**config.mk**
```make
export PLATFORM = sky130hd
export DESIGN_NAME = uart_fifo_peripheral
export DESIGN_NICKNAME = d
export VERILOG_FILES = /design/src/rtl/uart_fifo_pkg.sv /design/src/rtl/axi_uart.sv /design/src/rtl/uart_sync_fifo.sv /design/src/rtl/uart_fifo_peripheral.sv
export SDC_FILE = /design/constraint.sdc
export NUM_CORES = 1
export LEC_CHECK = 0
export ABC_AREA = 1
export CORE_MARGIN = 3
export CORE_UTILIZATION = 65
export CTS_CLUSTER_SIZE = 24
export DETAILED_ROUTE_END_ITERATION = 10
export PLACE_DENSITY = 0.82
export SKIP_LAST_GASP = 1
export SYNTH_ARGS = -nofsm -noshare
export SYNTH_HDL_FRONTEND = slang
export SYNTH_HIERARCHICAL = 1
export SYNTH_SLANG_ARGS = --single-unit
export TNS_END_PERCENT = 10
```
**constraint.sdc**
```tcl
create_clock -name clk -period 6.26 [get_ports clk]
set_clock_uncertainty 0.2 [all_clocks]
set_input_delay 0.626 -clock clk [delete_from_list [all_inputs] [get_ports clk]]
set_output_delay 0.626 -clock clk [all_outputs]
set_load 0.005 [all_outputs]
```
**src/rtl/uart_fifo_pkg.sv**
```systemverilog
// uart_fifo_pkg: shared definitions for the buffered UART peripheral.
//   - register select decoded from addr[3:2]
//   - STATUS / CTRL / IRQ bit positions
//   - 8-bit saturating count type and the helper that produces it
package uart_fifo_pkg;

  typedef enum logic [1:0] {
    REG_DATA   = 2'd0,
    REG_STATUS = 2'd1,
    REG_CTRL   = 2'd2,
    REG_IRQ    = 2'd3
  } reg_sel_e;

  localparam int ST_TX_EMPTY = 0;
  localparam int ST_TX_FULL  = 1;
  localparam int ST_RX_EMPTY = 2;
  localparam int ST_RX_FULL  = 3;
  localparam int ST_TX_BUSY  = 4;
  localparam int ST_RX_BUSY  = 5;

  localparam int CTRL_LOOPBACK = 16;
  localparam int CTRL_IE_RX    = 17;
  localparam int CTRL_IE_TX    = 18;
  localparam int CTRL_IE_ERR   = 19;

  localparam int IRQ_FRAME_ERR = 0;
  localparam int IRQ_OVERRUN   = 1;
  localparam int IRQ_RX_OVF    = 2;
  localparam int IRQ_TX_OVF    = 3;

  typedef logic [7:0] count8_t;

  // A 256-deep FIFO can hold 256 entries, which does not fit in 8 bits.
  function automatic count8_t sat_count8(input logic [8:0] c);
    return c[8] ? 8'hFF : c[7:0];
  endfunction

endpackage

```
**src/rtl/axi_uart.sv**
```systemverilog
// axi_uart: 8N1 serial engine with 8-bit AXI-stream sides.
//   clk, rst (sync, active high)
//   prescale           : bit time = prescale*8 clocks
//   s_axis_*           : bytes to transmit (accepted only while idle)
//   m_axis_*           : received bytes (one-cycle tvalid per byte)
//   rxd / txd          : serial lines (idle high)
//   tx_busy, rx_busy   : frame in progress
//   rx_overrun_error   : pulse, byte received while previous one not taken
//   rx_frame_error     : pulse, stop bit sampled low
module axi_uart (
  input  logic        clk,
  input  logic        rst,
  input  logic [15:0] prescale,
  input  logic [7:0]  s_axis_tdata,
  input  logic        s_axis_tvalid,
  output logic        s_axis_tready,
  output logic [7:0]  m_axis_tdata,
  output logic        m_axis_tvalid,
  input  logic        m_axis_tready,
  input  logic        rxd,
  output logic        txd,
  output logic        tx_busy,
  output logic        rx_busy,
  output logic        rx_overrun_error,
  output logic        rx_frame_error
);

  logic [18:0] bit_len, half_len;
  assign bit_len  = {prescale, 3'b000};
  assign half_len = {1'b0, prescale, 2'b00};

  logic        tx_busy_q, tx_busy_d, txd_q, txd_d;
  logic [8:0]  tx_shift_q, tx_shift_d;
  logic [3:0]  tx_bits_q, tx_bits_d;
  logic [18:0] tx_timer_q, tx_timer_d;

  logic        rxd_s1_q, rxd_s1_d, rxd_s2_q, rxd_s2_d;
  logic        rx_busy_q, rx_busy_d;
  logic [7:0]  rx_shift_q, rx_shift_d, m_tdata_q, m_tdata_d;
  logic [3:0]  rx_bits_q, rx_bits_d;
  logic [18:0] rx_timer_q, rx_timer_d;
  logic        m_tvalid_q, m_tvalid_d, overrun_q, overrun_d, frame_q, frame_d;

  assign s_axis_tready    = !tx_busy_q;
  assign txd              = txd_q;
  assign tx_busy          = tx_busy_q;
  assign rx_busy          = rx_busy_q;
  assign m_axis_tdata     = m_tdata_q;
  assign m_axis_tvalid    = m_tvalid_q;
  assign rx_overrun_error = overrun_q;
  assign rx_frame_error   = frame_q;

  // Transmitter: start bit driven on accept, then 8 data bits and a stop bit
  // shifted out of {1, data}; the shift fills with 1 so the stop bit falls out.
  always_comb begin
    tx_busy_d  = tx_busy_q;
    txd_d      = txd_q;
    tx_shift_d = tx_shift_q;
    tx_bits_d  = tx_bits_q;
    tx_timer_d = tx_timer_q;
    if (!tx_busy_q) begin
      if (s_axis_tvalid) begin
        tx_busy_d  = 1'b1;
        txd_d      = 1'b0;
        tx_shift_d = {1'b1, s_axis_tdata};
        tx_bits_d  = 4'd9;
        tx_timer_d = bit_len - 19'd1;
      end
    end else if (tx_timer_q != 19'd0) begin
      tx_timer_d = tx_timer_q - 19'd1;
    end else if (tx_bits_q == 4'd0) begin
      tx_busy_d = 1'b0;
    end else begin
      txd_d      = tx_shift_q[0];
      tx_shift_d = {1'b1, tx_shift_q[8:1]};
      tx_bits_d  = tx_bits_q - 4'd1;
      tx_timer_d = bit_len - 19'd1;
    end
  end

  // Receiver: after a falling edge wait half a bit, confirm the start bit,
  // then sample 8 data bits and the stop bit at bit centres.
  // rx_bits counts remaining samples: 10 = start, 9..2 = data, 1 = stop.
  always_comb begin
    rxd_s1_d   = rxd;
    rxd_s2_d   = rxd_s1_q;
    rx_busy_d  = rx_busy_q;
    rx_shift_d = rx_shift_q;
    rx_bits_d  = rx_bits_q;
    rx_timer_d = rx_timer_q;
    m_tdata_d  = m_tdata_q;
    m_tvalid_d = m_tvalid_q && !m_axis_tready;
    overrun_d  = 1'b0;
    frame_d    = 1'b0;
    if (!rx_busy_q) begin
      if (!rxd_s2_q) begin
        rx_busy_d  = 1'b1;
        rx_bits_d  = 4'd10;
        rx_timer_d = half_len - 19'd1;
      end
    end else if (rx_timer_q != 19'd0) begin
      rx_timer_d = rx_timer_q - 19'd1;
    end else begin
      rx_timer_d = bit_len - 19'd1;
      rx_bits_d  = rx_bits_q - 4'd1;
      if (rx_bits_q == 4'd10) begin
        if (rxd_s2_q) rx_busy_d = 1'b0;   // glitch, not a start bit
      end else if (rx_bits_q != 4'd1) begin
        rx_shift_d = {rxd_s2_q, rx_shift_q[7:1]};
      end else begin
        rx_busy_d = 1'b0;
        if (rxd_s2_q) begin
          overrun_d  = m_tvalid_q && !m_axis_tready;
          m_tdata_d  = rx_shift_q;
          m_tvalid_d = 1'b1;
        end else begin
          frame_d = 1'b1;
        end
      end
    end
  end

  always_ff @(posedge clk) begin
    if (rst) begin
      tx_busy_q  <= 1'b0;
      txd_q      <= 1'b1;
      tx_shift_q <= '1;
      tx_bits_q  <= '0;
      tx_timer_q <= '0;
      rxd_s1_q   <= 1'b1;
      rxd_s2_q   <= 1'b1;
      rx_busy_q  <= 1'b0;
      rx_shift_q <= '0;
      rx_bits_q  <= '0;
      rx_timer_q <= '0;
      m_tdata_q  <= '0;
      m_tvalid_q <= 1'b0;
      overrun_q  <= 1'b0;
      frame_q    <= 1'b0;
    end else begin
      tx_busy_q  <= tx_busy_d;
      txd_q      <= txd_d;
      tx_shift_q <= tx_shift_d;
      tx_bits_q  <= tx_bits_d;
      tx_timer_q <= tx_timer_d;
      rxd_s1_q   <= rxd_s1_d;
      rxd_s2_q   <= rxd_s2_d;
      rx_busy_q  <= rx_busy_d;
      rx_shift_q <= rx_shift_d;
      rx_bits_q  <= rx_bits_d;
      rx_timer_q <= rx_timer_d;
      m_tdata_q  <= m_tdata_d;
      m_tvalid_q <= m_tvalid_d;
      overrun_q  <= overrun_d;
      frame_q    <= frame_d;
    end
  end

endmodule

```
**src/rtl/uart_sync_fifo.sv**
```systemverilog
// uart_sync_fifo: single-clock FIFO with wrap-bit pointers.
//   clk, reset_n (sync, active low)
//   push_i/push_data_i : write side; accepted when not full or when a pop
//                        happens in the same cycle
//   pop_i/pop_data_o   : read side; pop_data_o shows the current head
//   full_o, empty_o, count_o (0..DEPTH)
module uart_sync_fifo #(
  parameter int WIDTH = 8,
  parameter int DEPTH = 16
) (
  input  logic                       clk,
  input  logic                       reset_n,
  input  logic                       push_i,
  input  logic [WIDTH-1:0]           push_data_i,
  input  logic                       pop_i,
  output logic [WIDTH-1:0]           pop_data_o,
  output logic                       full_o,
  output logic                       empty_o,
  output logic [$clog2(DEPTH):0]     count_o
);

  localparam int AW = $clog2(DEPTH);

  logic [AW:0]      wr_ptr_q, wr_ptr_d;
  logic [AW:0]      rd_ptr_q, rd_ptr_d;
  logic [WIDTH-1:0] mem_q [DEPTH];
  logic             do_push, do_pop;

  assign empty_o    = (wr_ptr_q == rd_ptr_q);
  assign full_o     = (wr_ptr_q[AW] != rd_ptr_q[AW]) && (wr_ptr_q[AW-1:0] == rd_ptr_q[AW-1:0]);
  assign count_o    = wr_ptr_q - rd_ptr_q;
  assign pop_data_o = mem_q[rd_ptr_q[AW-1:0]];

  // A pop frees the slot the push is about to reuse, so full+pop still accepts.
  assign do_pop  = pop_i && !empty_o;
  assign do_push = push_i && (!full_o || do_pop);

  always_comb begin
    wr_ptr_d = wr_ptr_q;
    rd_ptr_d = rd_ptr_q;
    if (do_push) wr_ptr_d = wr_ptr_q + {{AW{1'b0}}, 1'b1};
    if (do_pop)  rd_ptr_d = rd_ptr_q + {{AW{1'b0}}, 1'b1};
  end

  always_ff @(posedge clk) begin
    if (!reset_n) begin
      wr_ptr_q <= '0;
      rd_ptr_q <= '0;
    end else begin
      wr_ptr_q <= wr_ptr_d;
      rd_ptr_q <= rd_ptr_d;
    end
  end

  always_ff @(posedge clk) begin
    if (do_push) mem_q[wr_ptr_q[AW-1:0]] <= push_data_i;
  end

endmodule

```
**src/rtl/uart_fifo_peripheral.sv**
```systemverilog
// uart_fifo_peripheral: memory-mapped UART with TX/RX FIFOs, sticky error
// flags and a registered level interrupt.
//   clk, reset_n (sync, active low; also holds axi_uart in reset)
//   data_req_i, slave_data_{addr,we,be,wdata}_i : bus request
//   slave_data_gnt_o, slave_data_rvalid_o        : one cycle after each request
//   slave_data_rdata_o                           : updated on reads only
//   rxd_uart / txd_uart                          : serial lines
//   irq_o                                        : level interrupt
// Register map (addr[3:2]): DATA, STATUS (RO), CTRL (RW), IRQ (W1C).
// Optional feature macro: UART_LOOPBACK_EN -- enables CTRL[16] internal
// loopback (txd fed to the receiver, txd_uart held idle).
module uart_fifo_peripheral
  import uart_fifo_pkg::*;
#(
  parameter int          DATA_WIDTH   = 32,
  parameter int          ADDR_WIDTH   = 10,
  parameter int          TX_DEPTH     = 16,
  parameter int          RX_DEPTH     = 16,
  parameter logic [15:0] PRESCALE_RST = 16'd0
) (
  input  logic                  clk,
  input  logic                  reset_n,
  input  logic [ADDR_WIDTH-1:0] slave_data_addr_i,
  input  logic                  slave_data_we_i,
  input  logic [3:0]            slave_data_be_i,
  input  logic [DATA_WIDTH-1:0] slave_data_wdata_i,
  output logic [DATA_WIDTH-1:0] slave_data_rdata_o,
  output logic                  slave_data_rvalid_o,
  output logic                  slave_data_gnt_o,
  input  logic                  data_req_i,
  input  logic                  rxd_uart,
  output logic                  txd_uart,
  output logic                  irq_o
);

  localparam int TAW = $clog2(TX_DEPTH);
  localparam int RAW = $clog2(RX_DEPTH);

  logic        gnt_q, gnt_d, rvalid_q, rvalid_d, irq_o_q, irq_o_d;
  logic [31:0] rdata_q, rdata_d;
  logic [15:0] prescale_q, prescale_d;
  logic        ie_rx_q, ie_rx_d, ie_tx_q, ie_tx_d, ie_err_q, ie_err_d;
  logic [3:0]  irq_sts_q, irq_sts_d, irq_set, irq_clr;

  logic          tx_push, tx_pop, tx_full, tx_empty;
  logic [7:0]    tx_head;
  logic [TAW:0]  tx_count;
  logic          rx_pop, rx_full, rx_empty;
  logic [7:0]    rx_head, rx_data;
  logic [RAW:0]  rx_count;

  logic uart_txd, uart_rxd, uart_tx_busy, uart_rx_busy, uart_tready;
  logic uart_rx_valid, uart_overrun, uart_frame_err, loopback_bit;
  logic [31:0] status_word, ctrl_word;
  reg_sel_e    sel;

  assign sel                 = reg_sel_e'(slave_data_addr_i[3:2]);
  assign tx_pop              = !tx_empty && uart_tready;
  assign slave_data_gnt_o    = gnt_q;
  assign slave_data_rvalid_o = rvalid_q;
  assign slave_data_rdata_o  = rdata_q;
  assign irq_o               = irq_o_q;

`ifdef UART_LOOPBACK_EN
  logic loopback_q, loopback_d;
  logic unused_bits;
  assign loopback_bit = loopback_q;
  assign uart_rxd     = loopback_q ? uart_txd : rxd_uart;
  assign txd_uart     = loopback_q ? 1'b1 : uart_txd;
  assign unused_bits  = ^{slave_data_addr_i[ADDR_WIDTH-1:4], slave_data_addr_i[1:0],
                          slave_data_be_i[3], slave_data_wdata_i[31:20]};

  always_comb begin
    loopback_d = loopback_q;
    if (data_req_i && slave_data_we_i && sel == REG_CTRL && slave_data_be_i[2])
      loopback_d = slave_data_wdata_i[CTRL_LOOPBACK];
  end

  always_ff @(posedge clk) begin
    if (!reset_n) loopback_q <= 1'b0;
    else          loopback_q <= loopback_d;
  end
`else
  logic unused_bits;
  assign loopback_bit = 1'b0;
  assign uart_rxd     = rxd_uart;
  assign txd_uart     = uart_txd;
  assign unused_bits  = ^{slave_data_addr_i[ADDR_WIDTH-1:4], slave_data_addr_i[1:0],
                          slave_data_be_i[3], slave_data_wdata_i[31:20],
                          slave_data_wdata_i[CTRL_LOOPBACK]};
`endif

  uart_sync_fifo #(.WIDTH(8), .DEPTH(TX_DEPTH)) u_tx_fifo (
    .clk(clk), .reset_n(reset_n),
    .push_i(tx_push), .push_data_i(slave_data_wdata_i[7:0]),
    .pop_i(tx_pop), .pop_data_o(tx_head),
    .full_o(tx_full), .empty_o(tx_empty), .count_o(tx_count)
  );

  uart_sync_fifo #(.WIDTH(8), .DEPTH(RX_DEPTH)) u_rx_fifo (
    .clk(clk), .reset_n(reset_n),
    .push_i(uart_rx_valid), .push_data_i(rx_data),
    .pop_i(rx_pop), .pop_data_o(rx_head),
    .full_o(rx_full), .empty_o(rx_empty), .count_o(rx_count)
  );

  axi_uart u_uart (
    .clk(clk), .rst(!reset_n), .prescale(prescale_q),
    .s_axis_tdata(tx_head), .s_axis_tvalid(!tx_empty), .s_axis_tready(uart_tready),
    .m_axis_tdata(rx_data), .m_axis_tvalid(uart_rx_valid), .m_axis_tready(1'b1),
    .rxd(uart_rxd), .txd(uart_txd),
    .tx_busy(uart_tx_busy), .rx_busy(uart_rx_busy),
    .rx_overrun_error(uart_overrun), .rx_frame_error(uart_frame_err)
  );

  always_comb begin
    status_word = '0;
    status_word[ST_TX_EMPTY] = tx_empty;
    status_word[ST_TX_FULL]  = tx_full;
    status_word[ST_RX_EMPTY] = rx_empty;
    status_word[ST_RX_FULL]  = rx_full;
    status_word[ST_TX_BUSY]  = uart_tx_busy;
    status_word[ST_RX_BUSY]  = uart_rx_busy;
    status_word[15:8]        = sat_count8(9'(rx_count));
    status_word[23:16]       = sat_count8(9'(tx_count));
    ctrl_word = {12'b0, ie_err_q, ie_tx_q, ie_rx_q, loopback_bit, prescale_q};
  end

  always_comb begin
    gnt_d      = data_req_i;
    rvalid_d   = data_req_i;
    rdata_d    = rdata_q;
    prescale_d = prescale_q;
    ie_rx_d    = ie_rx_q;
    ie_tx_d    = ie_tx_q;
    ie_err_d   = ie_err_q;
    tx_push    = 1'b0;
    rx_pop     = 1'b0;
    irq_clr    = 4'b0;
    if (data_req_i && slave_data_we_i) begin
      case (sel)
        REG_DATA: tx_push = slave_data_be_i[0];
        REG_CTRL: begin
          if (slave_data_be_i[0]) prescale_d[7:0]  = slave_data_wdata_i[7:0];
          if (slave_data_be_i[1]) prescale_d[15:8] = slave_data_wdata_i[15:8];
          if (slave_data_be_i[2]) begin
            ie_rx_d  = slave_data_wdata_i[CTRL_IE_RX];
            ie_tx_d  = slave_data_wdata_i[CTRL_IE_TX];
            ie_err_d = slave_data_wdata_i[CTRL_IE_ERR];
          end
        end
        REG_IRQ:  if (slave_data_be_i[0]) irq_clr = slave_data_wdata_i[3:0];
        default:  ;
      endcase
    end else if (data_req_i) begin
      case (sel)
        REG_DATA: begin
          rdata_d = rx_empty ? 32'b0 : {23'b0, 1'b1, rx_head};
          rx_pop  = !rx_empty;
        end
        REG_STATUS: rdata_d = status_word;
        REG_CTRL:   rdata_d = ctrl_word;
        default:    rdata_d = {28'b0, irq_sts_q};
      endcase
    end

    irq_set = '0;
    irq_set[IRQ_FRAME_ERR] = uart_frame_err;
    irq_set[IRQ_OVERRUN]   = uart_overrun;
    irq_set[IRQ_RX_OVF]    = uart_rx_valid && rx_full && !rx_pop;
    irq_set[IRQ_TX_OVF]    = tx_push && tx_full && !tx_pop;
    // A new event in the same cycle as its clear must survive.
    irq_sts_d = (irq_sts_q & ~irq_clr) | irq_set;
    irq_o_d   = (ie_rx_q && !rx_empty) || (ie_tx_q && tx_empty) || (ie_err_q && |irq_sts_q);
  end

  always_ff @(posedge clk) begin
    if (!reset_n) begin
      gnt_q      <= 1'b0;
      rvalid_q   <= 1'b0;
      rdata_q    <= '0;
      prescale_q <= PRESCALE_RST;
      ie_rx_q    <= 1'b0;
      ie_tx_q    <= 1'b0;
      ie_err_q   <= 1'b0;
      irq_sts_q  <= '0;
      irq_o_q    <= 1'b0;
    end else begin
      gnt_q      <= gnt_d;
      rvalid_q   <= rvalid_d;
      rdata_q    <= rdata_d;
      prescale_q <= prescale_d;
      ie_rx_q    <= ie_rx_d;
      ie_tx_q    <= ie_tx_d;
      ie_err_q   <= ie_err_d;
      irq_sts_q  <= irq_sts_d;
      irq_o_q    <= irq_o_d;
    end
  end

endmodule

```
# [Word level (Yosys, flattened, before mapping)]
# Memory sizes are Yosys's and may differ from the RTL's. A register that Yosys moved wholly into a read port is not among the register bits.
# Cells that the tools add are included.
# W data, S select, Z words.
[word_totals] ff_bits=155 mem_bits_rw=256 output_inout_bits=36 n_memories=2
[memory_table] name="u_rx_fifo.mem_q" depth=16 width=8 rd=1 rd_ports_with_merged_regs=1 wr=1 line="uart_sync_fifo.sv:26" rtl="logic [WIDTH-1:0] mem_q [DEPTH];"
[memory_table] name="u_tx_fifo.mem_q" depth=16 width=8 rd=1 rd_ports_with_merged_regs=1 wr=1 line="uart_sync_fifo.sv:26"
[op_classes] n_addsub=12 eq_ne=17 muxes=50 bitwise_logic=9 reduce_logical=41
[op_table] operator="$mux W19" count=7
[op_table] operator="$pmux W21 S3" count=1
[op_table] operator="$sub A19 B1 Y19 const B" count=3
[op_table] operator="$mux W4" count=14
[op_table] operator="$mux W9" count=5
[op_table] operator="$reduce_bool A19 Y1" count=2
[op_table] operator="$mux W1" count=23
[op_table] operator="$add A5 B1 Y5 const B" count=4
[op_table] operator="$sub A18 B1 Y19 const B" count=1
[op_table] operator="$logic_and A1 B1 Y1" count=15
[op_table] operator="$reduce_and A3 Y1" count=4
[op_table] operator="$eq A5 B5 Y1" count=2
[op_table] operator="$sub A5 B5 Y5" count=2
[op_table] operator="$eq A4 B4 Y1" count=2
[op_table] operator="$ne A2 B2 Y1 const B" count=4
[op_table] operator="$sub A4 B1 Y4 const B" count=2
[op_table] operator="$logic_not A1 Y1" count=7
[op_table] operator="$not A1 Y1" count=6
[op_table] operator="$reduce_and A2 Y1" count=3
[op_table] operator="$reduce_and A5 Y1" count=1
[op_table] operator="$reduce_or A5 Y1" count=1
[op_table] operator="$and A4 B4 Y4" count=1
[op_table] operator="$eq A2 B2 Y1 const B" count=2
[op_table] operator="$eq A4 B4 Y1 const B" count=1
[op_table] operator="12 further kinds" count=16

# [Logic depth before layout (Yosys ltp)]
[depth] ltp_word=10 depth_mapped=17 mapped_depth_nobuf=15

# [Hierarchy]
# Netlist, hierarchy kept.
[by_module_without_submodules] module="uart_sync_fifo (u_rx_fifo)" instances=1 cells_per_inst=585 area_per_inst_um2=6212.2 seq_area_each_um2=4124.0
[by_module_without_submodules] module="uart_sync_fifo (u_tx_fifo)" instances=1 cells_per_inst=584 area_per_inst_um2=6174.7 seq_area_each_um2=4124.0
[by_module_without_submodules] module="axi_uart" instances=1 cells_per_inst=762 area_per_inst_um2=4863.4 seq_area_each_um2=1561.5
[by_module_without_submodules] module="uart_fifo_peripheral" instances=1 cells_per_inst=313 area_per_inst_um2=2188.3 seq_area_each_um2=920.9

# [Least setup slack after synthesis]
# Ideal clock, no wire load.
[synth_path] kind="register to register" startpoint="register u_rx_fifo.rd_ptr_q[2]" endpoint="memory u_rx_fifo.mem_q[3][0] (enable)" setup_ns=0.370 arrival_time_ns=2.495 required_time_ns=5.690 setup_slack_ns=3.195 path_stages_with_launch=18 period_less_slack_ns=3.065 path_cell_list="dfxtp_1 -> clkbuf_1 -> inv_1 -> ha_1 -> nand2_2 -> nor2_4 -> nand2_2 -> inv_1 -> clkbuf_1 -> inv_1 -> nand3_1 -> inv_1 -> inv_1 -> nand3_4 -> nand2_4 -> inv_4 -> nand2_1 -> nor2_1"
[synth_between] elab_chain_cells=10
[synth_lines] element="start: declaration" line="uart_sync_fifo.sv:25" rtl="logic [AW:0] rd_ptr_q, rd_ptr_d;"
[synth_lines] element="start signal: assignment" line="uart_sync_fifo.sv:51" rtl="rd_ptr_q <= rd_ptr_d;"
[synth_lines] element="$eq A5 B5 Y1" line="uart_sync_fifo.sv:29" rtl="assign empty_o = (wr_ptr_q == rd_ptr_q);"
[synth_lines] element="named net rx_empty" line="uart_fifo_peripheral.sv:48" rtl="logic rx_pop, rx_full, rx_empty;"
[synth_lines] element="$logic_not A1 Y1" line="uart_fifo_peripheral.sv:159" rtl="rx_pop = !rx_empty;"
[synth_lines] element="$mux W1" line="uart_fifo_peripheral.sv:156" rtl="case (sel)"
[synth_lines] element="$mux W1" line="uart_fifo_peripheral.sv:155" rtl="end else if (data_req_i) begin"
[synth_lines] element="$mux W1" line="uart_fifo_peripheral.sv:140" rtl="if (data_req_i && slave_data_we_i) begin"
[synth_lines] element="named net rx_pop" line="uart_fifo_peripheral.sv:48"
[synth_lines] element="$logic_and A1 B1 Y1" line="uart_sync_fifo.sv:35" rtl="assign do_pop = pop_i && !empty_o;"
[synth_lines] element="$logic_or A1 B1 Y1" line="uart_sync_fifo.sv:36" rtl="assign do_push = push_i && (!full_o || do_pop);"
[synth_lines] element="$logic_and A1 B1 Y1" line="uart_sync_fifo.sv:36"
[synth_lines] element="$mux W1" line="uart_sync_fifo.sv:56" rtl="if (do_push) mem_q[wr_ptr_q[AW-1:0]] <= push_data_i;"
[synth_lines] element="$mux W1 (implied by the code)" line="uart_sync_fifo.sv:56"
[synth_lines] element="end: declaration" line="uart_sync_fifo.sv:26"
# The timed path passes the listed nets, and every way through them passes these cells.

# [Worst setup path in the final report]
[layout_path] startpoint="input port slave_data_addr_i[2]" endpoint="memory u_rx_fifo.mem_q[9][2] (enable)"
[layout_between] elab_chain_cells=9
[layout_lines] element="start: declaration" line="uart_fifo_peripheral.sv:23" rtl="input logic [ADDR_WIDTH-1:0] slave_data_addr_i,"
[layout_lines] element="$logic_not A2 Y1" line="uart_fifo_peripheral.sv:156"
[layout_lines] element="$mux W1" line="uart_fifo_peripheral.sv:156"
[layout_lines] element="$mux W1" line="uart_fifo_peripheral.sv:155"
[layout_lines] element="$mux W1" line="uart_fifo_peripheral.sv:140"
[layout_lines] element="named net rx_pop" line="uart_fifo_peripheral.sv:48"
[layout_lines] element="$logic_and A1 B1 Y1" line="uart_sync_fifo.sv:35"
[layout_lines] element="$logic_or A1 B1 Y1" line="uart_sync_fifo.sv:36"
[layout_lines] element="$logic_and A1 B1 Y1" line="uart_sync_fifo.sv:36"
[layout_lines] element="$mux W1" line="uart_sync_fifo.sv:56"
[layout_lines] element="$mux W1 (implied by the code)" line="uart_sync_fifo.sv:56"
# The timed path passes the listed nets, and every way through them passes these cells.

==> run_results.csv <==
group,metric,value,unit
logic_synthesis,async_flop_share,0,%
logic_synthesis,synthesis.area,19400,um2
die,core,29100,um2
worst_setup_path,arrival,3770,ps
sta,tns,0,ps
logic_synthesis,synth_top_area_cell,"edfxtp_1",
layout,syn_to_final_growth,9.00,%
die,io_pins,87,
layout,design_area,21200,um2
sta,drv_slew,0,
sta,fin_ws,2430,ps
layout,num_antenna_cells,0,
logic_synthesis,synth_area_leaders,"edfxtp_1 40%, dfxtp_1 16%, nand2_1 11%",
clock_tree,cts_buffer_depth,3,
power,powerDensity,285,nW/um2
sta,post-route-period-util,61.1,%
clock_tree,cts_setup_buffers,0,
route,drtPass1Iterations,6,
worst_setup_path,slowest_stage,"clkdlybuf4s50_1",
power,peakVddDrop,213,uV
worst_setup_path,endpoint_kind,"flip-flop",
route,wirelength,48600,um
worst_setup_path,critPathBufInv,4,
sta,hold_viol,0,
layout,fillers,2095,
global_route,grt_pass1_vias,14700,
layout,final_common_cell,"nand2_1",
sta,clock.fmax,261,MHz
layout,multi_input_area,7390,um2
logic_synthesis,avgSynthCellArea,8.66,um2
die,rows,62,
route,detail-route-antenna-nets,0,
clock_tree,post_cts_resized,0,
sta,post-route-min-period,3830,ps
place,gp_congestion,0.980,
worst_setup_path,start_kind,"primary input",
logic_synthesis,ys_ff_latch,408,
logic_synthesis,synth.distinct_cells,47,
place,place_ws,1980,ps
worst_setup_path,crit_chain,"clkdlybuf4s50_1 -> nor2_1 -> nand3_1 -> inv_1 -> inv_1 -> nand3_4 -> nand2_4 -> inv_4 -> nand2_2 -> nor2_1",
logic_synthesis,synth_edf_count,256,
route,num_vias,15700,
global_route,grt_start_max_net_pins,79,
die,die_area,32000,um2
sta,tightest_slew,1150,ps
route,drc,0,
place,place_hpwl,31900,um
global_route,grt_pass1_wl,76700,um
clock_tree,cts_made_buffers,40,
die,die_x,179,um
clock_tree,htreeDepth,2,
worst_setup_path,cp_max_fo,23,
logic_synthesis,yosys_warnings,6,
logic_synthesis,ys_seq_area_share,55.2,%
clock_tree,insertion_delay,540,ps
worst_setup_path,cp.required,6200,ps
route,vias_per_cell,5.90,
clock_tree,cts.sinks,408,
global_route,overflow,0,
layout,final_nets,2336,
status,status,"finished clean",
place,place_area,19900,um2
sta,slew_headroom,23.0,%
layout,final_cells,2670,
layout,final_cell_mix,"581 x nand2_1, 303 x nor2_1, 256 x edfxtp_1",
clock_tree,clk_pin_slew,60,ps
place,post-place-cells,2597,
power,p_leak,8.67,nW
sta,setup_viol,0,
route,wl_per_cell,18.2,um
die,start_util,66.8,%
die,die_h,179,um
route,drt_iter0_drc,1770,
global_route,grtUsageTotal,30.4,%
global_route,antenna_found_initial,0,
layout,seq_area,10700,um2
worst_setup_path,crit_family,"simple AND/OR/NAND/NOR gates",
logic_synthesis,synth_ff_type,"edfxtp_1",
layout,utilization,72.8,%
logic_synthesis,synth_top_area_share,39.5,%
sta,rsz0062_at_grt,"no",
clock_tree,cts_tree,"built",
worst_setup_path,critical_path_class,"in2reg",
flow_run,drv_cap,0,
clock_tree,cts_hold_buf,0,
logic_synthesis,postSynthCellCount,2244,
clock_tree,root_buffer,"clkbuf_16",
worst_setup_path,slowest_delay,850,ps
layout,drive_gt1_share,6.26,%
min_path,min_path_type,"reg2reg",
place,port_buffers,53,
## stage by stage
step	total power [mW]	hold slack [ps]
6_report	6.05	215
5_1_grt	6.27	224
4_1_cts	6.05	213
3_5_place_dp	3.76	199
3_3_place_gp	3.75	191
2_1_floorplan	3.58	189
## kinds of logic after synthesis
group / after synthesis / synth area share [%]
AND/OR/NAND/NOR: 1223 / 27.2
buffers and inverters: 298 / 6.95
flip-flops: 408 / 55.2
other: 2 / 0.0386
AO/OA/AOI/OAI: 251 / 7.20
adder cells (fa/ha/maj): 30 / 2.01
XOR/XNOR: 32 / 1.44
## layer usage
metal	global-route usage [%]	vias up	wire (um)
li1	-	7414	-
met1	42.7	7417	20100
met2	49.1	801	22700
met3	4.89	117	4400
met4	9.38	0	1400
met5	0	-	0
## power breakdown
group	total [mW]	switching (mW)	internal (mW)	leakage [nW]
clock	2.32	1.01	1.31	0.613
sequential	2.96	0.0651	2.89	3.65
combinational	0.768	0.506	0.262	4.41
total	6.05	1.58	4.47	8.67
## final timing paths
| kind | startpoint | end | slack [ps] | cells past startpoint |
|---|---|---|---|---|
| setup / recovery | slave_data_addr_i[2] | u_rx_fifo/mem_q[9][2] | 2430 | 10 |
| hold / removal | u_uart/rxd_s1_q | u_uart/rxd_s2_q | 220 | 1 |
| setup reg to reg | u_rx_fifo/wr_ptr_q[0] | u_rx_fifo/mem_q[9][2] | 2600 | 15 |
| hold reg to reg | u_uart/rxd_s1_q | u_uart/rxd_s2_q | 220 | 1 |
## synth_stat cells (3+ instances only)
cell / instances
nand2_1: 581
nor2_1: 303
edfxtp_1: 256
nand3_1: 244
inv_1: 175
dfxtp_1: 152
o21ai_0: 102
a21oi_1: 85
buf_2: 33
o211ai_1: 31
ha_1: 28
clkbuf_1: 26
xor2_1: 26
buf_4: 25
nand4_1: 19
nand2_2: 17
a22oi_1: 16
inv_2: 15
buf_6: 11
nor2_2: 10
o21ai_1: 10
nand2_4: 9
nor3_1: 9
nand3b_1: 8
nor2_4: 7
xnor2_1: 6
inv_4: 5
buf_1: 4
nand3_2: 4
or2_2: 4
nand3_4: 3
## state kept, by name (all words and copies together) (netlist names), 5 cells and up, named ones only
signal / flops
u_tx_fifo/rd_ptr_q: 5
u_rx_fifo/mem_q: 128
u_uart/m_axis_tdata: 8
u_rx_fifo/wr_ptr_q: 5
u_tx_fifo/wr_ptr_q: 5
prescale_q: 16
u_uart/tx_timer_q: 19
u_uart/rx_timer_q: 19
u_uart/rx_shift_q: 8
u_tx_fifo/mem_q: 128
slave_data_rdata_o: 21
u_rx_fifo/rd_ptr_q: 5
u_uart/tx_shift_q: 8
## final cells by class
cell class,count,share of cell area (%)
Sequential cell,408,50.7
Multi-Input combinational cell,1548,34.9
Clock buffer,55,5.18
Inverter,198,3.57
Timing Repair Buffer,59,2.72
Tap cell,384,2.27
Clock inverter,18,0.709
No activity file was read; power rests on OpenSTA's default activity.
